--- src/rtl/dice_pkg.sv ---
// Shared definitions for the dice roll sequencer and the BCD counter datapath:
// die codes, sequencer state encoding and the max-face table.
package dice_pkg;

  localparam logic [2:0] DIE_D4   = 3'd0;
  localparam logic [2:0] DIE_D6   = 3'd1;
  localparam logic [2:0] DIE_D8   = 3'd2;
  localparam logic [2:0] DIE_D10  = 3'd3;
  localparam logic [2:0] DIE_D20  = 3'd4;
  localparam logic [2:0] DIE_D100 = 3'd5;

  typedef enum logic [1:0] {
    ST_IDLE  = 2'd0,
    ST_SPIN  = 2'd1,
    ST_COAST = 2'd2,
    ST_SHOW  = 2'd3
  } state_t;

  localparam logic [6:0] DIE_MAX [6] = '{7'd4, 7'd6, 7'd8, 7'd10, 7'd20, 7'd100};

  // Codes 6 and 7 are never produced; they map to the smallest die.
  function automatic logic [6:0] die_max(input logic [2:0] code);
    logic [6:0] face;
    case (code)
      DIE_D4:   face = DIE_MAX[0];
      DIE_D6:   face = DIE_MAX[1];
      DIE_D8:   face = DIE_MAX[2];
      DIE_D10:  face = DIE_MAX[3];
      DIE_D20:  face = DIE_MAX[4];
      DIE_D100: face = DIE_MAX[5];
      default:  face = DIE_MAX[0];
    endcase
    return face;
  endfunction

endpackage

--- src/rtl/btn_debounce.sv ---
// One button channel: multi-flop synchroniser, stable-count debouncer and a
// single-cycle rising-edge press pulse aligned with the debounced level change.
module btn_debounce #(
  parameter int SYNC_STAGES = 2,
  parameter int DEB_CYCLES  = 327
) (
  input  logic clk,
  input  logic rst,
  input  logic raw,
  output logic level,
  output logic press
);

  localparam int CW = $clog2(DEB_CYCLES + 1);

  logic [SYNC_STAGES-1:0] sync_r;
  logic [CW-1:0]          cnt_r;
  logic                   level_r;
  logic                   press_r;
  logic                   sync_s;
  logic                   differ_s;
  logic                   flip_s;

  assign sync_s   = sync_r[SYNC_STAGES-1];
  assign differ_s = (sync_s != level_r);
  assign flip_s   = differ_s && (cnt_r == CW'(DEB_CYCLES - 1));

  // synchroniser chain, stable counter, level and press registers
  always_ff @(posedge clk) begin
    if (rst) begin
      sync_r  <= '0;
      cnt_r   <= '0;
      level_r <= 1'b0;
      press_r <= 1'b0;
    end else begin
      sync_r <= (sync_r << 1) | SYNC_STAGES'(raw);
      if (flip_s) begin
        cnt_r   <= '0;
        level_r <= sync_s;
      end else if (differ_s) begin
        cnt_r <= cnt_r + CW'(1);
      end else begin
        cnt_r <= '0;
      end
      press_r <= flip_s && sync_s;
    end
  end

  assign level = level_r;
  assign press = press_r;

endmodule

--- src/rtl/dice_roll_ctrl.sv ---
// Roll sequencer: debounces the die-select buttons, picks the lowest pressed die,
// and drives the BCD counter with load/step pulses for spin, coast and show.
module dice_roll_ctrl
  import dice_pkg::*;
#(
  parameter int NBTN        = 6,
  parameter int SYNC_STAGES = 2,
  parameter int DEB_CYCLES  = 327,
  parameter int COAST_BASE  = 512,
  parameter int COAST_STEPS = 8
) (
  input  logic            clk,
  input  logic            rst,
  input  logic            ena,
  input  logic [NBTN-1:0] btn,
  output logic [2:0]      die_code,
  output logic            cnt_load,
  output logic            cnt_step,
  output logic            rolling,
  output logic            result_valid
);

  localparam int TW = $clog2(COAST_STEPS * COAST_BASE);
  localparam int KW = $clog2(COAST_STEPS + 1);

  logic [NBTN-1:0] deb_level_s;
  logic [NBTN-1:0] press_s;

  state_t          state_r;
  state_t          state_nxt;
  logic [2:0]      die_code_r;
  logic [2:0]      die_nxt;
  logic [TW-1:0]   timer_r;
  logic [TW-1:0]   timer_nxt;
  logic [KW-1:0]   k_r;
  logic [KW-1:0]   k_nxt;
  logic            cnt_load_r;
  logic            load_nxt;
  logic            cnt_step_r;
  logic            step_nxt;
  logic            rolling_r;
  logic            rolling_nxt;
  logic            result_valid_r;
  logic            valid_nxt;

  logic [2:0]      pick_s;
  logic            any_press_s;
  logic            hold_s;
  logic [31:0]     limit_s;
  logic            interval_done_s;
  logic            last_step_s;

  for (genvar g = 0; g < NBTN; g++) begin : g_btn
    btn_debounce #(
      .SYNC_STAGES (SYNC_STAGES),
      .DEB_CYCLES  (DEB_CYCLES)
    ) u_deb (
      .clk   (clk),
      .rst   (rst),
      .raw   (btn[g]),
      .level (deb_level_s[g]),
      .press (press_s[g])
    );
  end

  // lowest pressed index wins when several presses land on the same cycle
  always_comb begin
    pick_s = DIE_D4;
    for (int i = NBTN - 1; i >= 0; i--) begin
      pick_s = press_s[i] ? 3'(i) : pick_s;
    end
  end

  assign any_press_s     = |press_s;
  assign hold_s          = deb_level_s[die_code_r];
  assign limit_s         = 32'(k_r) * 32'(COAST_BASE) - 32'd1;
  assign interval_done_s = (32'(timer_r) == limit_s);
  assign last_step_s     = (k_r == KW'(COAST_STEPS));

  // state, timer, selection and registered outputs; ena low freezes all but pulses
  always_ff @(posedge clk) begin
    if (rst) begin
      state_r        <= ST_IDLE;
      die_code_r     <= DIE_D4;
      timer_r        <= '0;
      k_r            <= '0;
      cnt_load_r     <= 1'b0;
      cnt_step_r     <= 1'b0;
      rolling_r      <= 1'b0;
      result_valid_r <= 1'b0;
    end else if (ena) begin
      state_r        <= state_nxt;
      die_code_r     <= die_nxt;
      timer_r        <= timer_nxt;
      k_r            <= k_nxt;
      cnt_load_r     <= load_nxt;
      cnt_step_r     <= step_nxt;
      rolling_r      <= rolling_nxt;
      result_valid_r <= valid_nxt;
    end else begin
      cnt_load_r <= 1'b0;
      cnt_step_r <= 1'b0;
    end
  end

  // next-state decision
  always_comb begin
    state_nxt = state_r;
    case (state_r)
      ST_IDLE:  state_nxt = any_press_s ? ST_SPIN : ST_IDLE;
      ST_SHOW:  state_nxt = any_press_s ? ST_SPIN : ST_SHOW;
      ST_SPIN:  state_nxt = hold_s ? ST_SPIN : ST_COAST;
      ST_COAST: state_nxt = (interval_done_s && last_step_s) ? ST_SHOW : ST_COAST;
      default:  state_nxt = ST_IDLE;
    endcase
  end

  // pulse, timer and selection updates; the load cycle itself never steps
  always_comb begin
    die_nxt   = die_code_r;
    load_nxt  = 1'b0;
    step_nxt  = 1'b0;
    timer_nxt = timer_r;
    k_nxt     = k_r;
    case (state_r)
      ST_IDLE, ST_SHOW: begin
        if (any_press_s) begin
          die_nxt  = pick_s;
          load_nxt = 1'b1;
        end else begin
          die_nxt  = die_code_r;
          load_nxt = 1'b0;
        end
      end
      ST_SPIN: begin
        if (hold_s) begin
          step_nxt = 1'b1;
        end else begin
          timer_nxt = '0;
          k_nxt     = KW'(1);
        end
      end
      ST_COAST: begin
        if (interval_done_s) begin
          step_nxt  = 1'b1;
          timer_nxt = '0;
          k_nxt     = last_step_s ? k_r : k_r + KW'(1);
        end else begin
          timer_nxt = timer_r + TW'(1);
        end
      end
      default: begin
        die_nxt = DIE_D4;
      end
    endcase
    rolling_nxt = (state_nxt == ST_SPIN) || (state_nxt == ST_COAST);
    valid_nxt   = (state_nxt == ST_SHOW);
  end

  assign die_code     = die_code_r;
  assign cnt_load     = cnt_load_r;
  assign cnt_step     = cnt_step_r;
  assign rolling      = rolling_r;
  assign result_valid = result_valid_r;

endmodule

--- config.mk ---
export PLATFORM = sky130hd
export DESIGN_NAME = dice_roll_ctrl
export DESIGN_NICKNAME = d
export VERILOG_FILES = /design/src/rtl/dice_pkg.sv /design/src/rtl/btn_debounce.sv /design/src/rtl/dice_roll_ctrl.sv
export SDC_FILE = /design/constraint.sdc
export NUM_CORES = 1
export LEC_CHECK = 0
export ABC_AREA = 0
export BUFFER_PORTS_ARGS = -buffer_cell sky130_fd_sc_hd__clkbuf_2
export CAP_MARGIN = 5
export CORE_ASPECT_RATIO = 1.4
export CORE_MARGIN = 4
export CORE_UTILIZATION = 55
export DETAILED_ROUTE_END_ITERATION = 7
export GPL_TIMING_DRIVEN = 0
export PLACE_DENSITY = 0.78
export SLEW_MARGIN = 5
export SYNTH_ARGS = -nofsm -noshare
export SYNTH_HDL_FRONTEND = slang
export SYNTH_HIERARCHICAL = 1
export SYNTH_SLANG_ARGS = --single-unit
--- constraint.sdc ---
create_clock -name clk -period 3.1 [get_ports clk]
set_clock_uncertainty 0.15 [all_clocks]
set_input_delay 0.155 -clock clk [delete_from_list [all_inputs] [get_ports clk]]
set_output_delay 0.155 -clock clk [all_outputs]
set_load 0.01 [all_outputs]
==> summary.txt <==
STA
  • RSZ-0062 raised after global routing: no
  • Final setup margin: 0.321 ns
  • Slew headroom: 49.5%
  • # setup viols final: 0
  • Final Hold Viols: 0
  • Period utilization: 89.6%
  • Max Freq: approximately 360 MHz
  • TNS Setup: 0 ns
  • Tmin final: 2.78 ns
  • Final Max Slew Viols: 0
  • Slew @ Worst Pin: around 0.76 ns

Worst setup path
  • CP Max Fanout: 6
  • Max incr delay on CP: roughly 0.57 ns
  • Critical path cell sequence: inv_1 > ha_1 > xnor2_1 > mux2i_1 > a2111oi_1 > nor4_1 > a21oi_1 > ha_1 > mux2i_1 > nor2_1
  • Critical path depth: 10
  • Reg2Reg Launch Point: k_r[0]
  • Critical path's slowest cell: a2111oi_1
  • Bufs and invs on worst path: 1
  • WP data arrival: around 2.9 ns
  • CP required: ~3.2 ns
  • Crit Path Category: reg2reg
  • Startpoint types: flop
  • Reg2reg setup slack: between 0.3 and 0.4 ns
  • FF-to-FF End: rolling
  • Family with the most delay on the worst path: compound AO/OA/AOI/OAI gates
  • Crit end category: flop
  • R2r worst-path depth: 10

Clocking
  • Num CTS Buffers: 9
  • Clock Tree Root: clkbuf_16
  • H-tree levels: 3
  • Post-CTS Setup Repair Bufs: 0
  • Clock buffer depth: 2
  • CTS sink count: 103
  • TritonCTS clock tree: yes
  • Worst-Skew Late Latency: 0.35 ns
  • Clock Pin Slew Worst Setup and Hold Paths: 0.07 ns

Floorplanning
  • Rows: 40
  • Core area: roughly 0.0086 mm2
  • DIE HEIGHT: approximately 120 um
  • Initial core utilization: 56.0%
  • I/O pin cnt: 16
  • Die Wd: between 80 and 90 um
  • Die area: slightly above 0.01 mm2

Global route
  • Largest net degree at the start of global routing: 31
  • Global-route wire length before repair: around 17 mm
  • Antenna violations before repair: 0
  • Number of global-route vias before repair: 3991
  • Total global routing overflow: 0
  • Global Route Usage Sum: approximately a fifth

Synthesis
  • Synth Cell Area: 0.00479 mm2
  • Synth area leader: dfxtp_1
  • Synth cell types: 60
  • Ys Warns: 6
  • Share of the synthesized area in the top cell type: 43.0%
  • Top cells by area, synth: dfxtp_1 (43%), ha_1 (5.2%), a21oi_1 (4.3%), or3_1 (3.9%), nor2_1 (3.6%)
  • Register area share after synthesis: 43.0%
  • Synthesized area per cell: 8.98 um2
  • Syn nets: 563
  • Post-synth EDFFs: 0
  • Post-synthesis async set-or-reset flop share: 0%
  • FF+latch count, synth: 103
  • Most common library cells after synthesis: dfxtp_1 (103), nor2_1 (46), a21oi_1 (41)
  • Top FF cell, synth: dfxtp_1
  • Cells after Synth: roughly 530
  • Most frequent cell after synthesis: dfxtp_1

Finish
  • Synth-to-Final Area Change: 11.8%
  • Layout cells sized above 1: 8.95%
  • Final net count: 594
  • Antenna diodes: 0

Placed design
  • Routability Congestion: 0.880
  • DP Wirelength: 6.95 mm
  • Post-Place Setup Slack: roughly 0.23 ns
  • IO Port Bufs: 14

Min path
  • Min-Delay Endpoint: state_r[1]
  • Hold Crit Class: in2reg
  • Hold Path Depth: 3
  • Worst hold start: ena

Pwr
  • Leak pwr: 1.81 nW
  • Total power divided by cell area: 474 mW/mm2
  • Clk pwr share: 45.3%
  • Gate power share: ~2.1%
  • Int Power: 1.99 mW
  • Sw Share: 21.8%
  • Max IR drop VDD: 0.000463 V
  • P_sw: 554 uW
  • Reg power frac: 52.6%

Drt
  • Avg WL per Cell: 14.2 um
  • Remaining antenna violation count: 0
  • TritonRoute pass-1 iters: 4
  • Via density per instance: 5.78
  • Initial DRC Count: 160
  • Final routed DRC violation total: 0
  • Total wire length: roughly 9.6 mm
  • Vias after detailed routing: 3901

Run
  • Max cap viols: 0

Status
  • Outcome: finished, final reports clean
-- metrics by stage --
step	util [%]	power [mW]	std cells	cell area [um2]	hold WS (ns)
2_1_floorplan	-	1.40	534	4790	0.0741
3_3_place_gp	58.4	1.41	653	5000	0.213
3_5_place_dp	58.4	1.42	653	5000	0.217
4_1_cts	62.6	2.57	675	5360	0.109
5_1_grt	62.7	2.64	675	5360	0.155
6_report	62.7	2.54	675	5360	0.116
-- tightest hold or removal path: stages --
cell,delay [ns]
clkbuf_1,0.19
mux2i_1,0.17
nor2_1,0.07
-- routing by layer --
metal  up-vias  global-route usage [%]  share of wire (%)
met5         -                       0                  0
met4         0                    9.36                2.2
met3        17                    4.81                3.7
met2        60                    36.3                 54
met1      1841                    22.6                 40
li1       1983                       -                  -
-- worst max path at each step --
stage | start | endpoint | slack [ns]
finish | k_r[0] | rolling | 0.32
global route | k_r[0] | rolling | 0.05
CTS | k_r[0] | rolling | 0.15
detailed placement | k_r[0] | rolling | 0.23
global placement | k_r[0] | rolling | 0.27
floorplan | k_r[0] | rolling | 0.65
-- power by group through the flow --
stage	registers (mW)	logic, mW	clock network, mW
floorplan	1.37	0.0297	0
global placement	1.37	0.0457	0
detailed placement	1.37	0.0479	0
CTS	1.34	0.0541	1.18
global route	1.34	0.0605	1.24
finish	1.34	0.0535	1.15
-- area by class of cell --
class	instances	area (um2)
timing repair buffer	20	130
tap	105	131
sequential	103	2060
fill	708	3200
buffer	6	41.3
clock inverter	7	80.1
multi-input combinational	387	2550
clock buffer	9	225
inverter	38	143
-- what timing repair did --
action / CTS / global route
resized for setup: 0 / 1
hold buffers: 6 / 0
setup endpoints to repair: 0 / 1
hold endpoints to repair: 6 / 0
-- cells in the final DEF, fill, tap and decap left out, types with 3 or more instances in the layout --
cell type,instances
ha_1,20
clkbuf_16,9
dfxtp_1,103
xor2_1,14
nor4_1,8
o21ai_0,33
nand2_1,29
nand4_1,16
nor2b_1,15
xnor2_1,14
mux2i_1,7
nand3_1,31
nor3_1,10
clkbuf_1,3
dlygate4sd3_1,6
clkbuf_2,14
a31oi_1,6
nor2_1,46
o211ai_2,6
and2_1,4
inv_1,38
or3_1,30
a21oi_1,41
nand4bb_1,13
-- kinds of logic after synthesis --
family | Yosys count | synth area share [%]
multiplexers | 9 | 2.17
adder cells (fa/ha/maj) | 20 | 5.22
buffers and inverters | 44 | 3.84
XOR/XNOR | 28 | 5.11
AND/OR/NAND/NOR | 222 | 26.4
flip-flops | 103 | 43.0
AO/OA/AOI/OAI | 108 | 14.2
-- state kept, by name, summed over array words and instances (netlist names) --
name	count
cnt_load	1
cnt_step	1
die_code	3
g_btn.u_deb/cnt_r	54
g_btn.u_deb/level	6
g_btn.u_deb/press	6
g_btn.u_deb/sync_r	12
k_r	4
result_valid	1
rolling	1
state_r	2
timer_r	12
(Power assumes the default switching activity.)
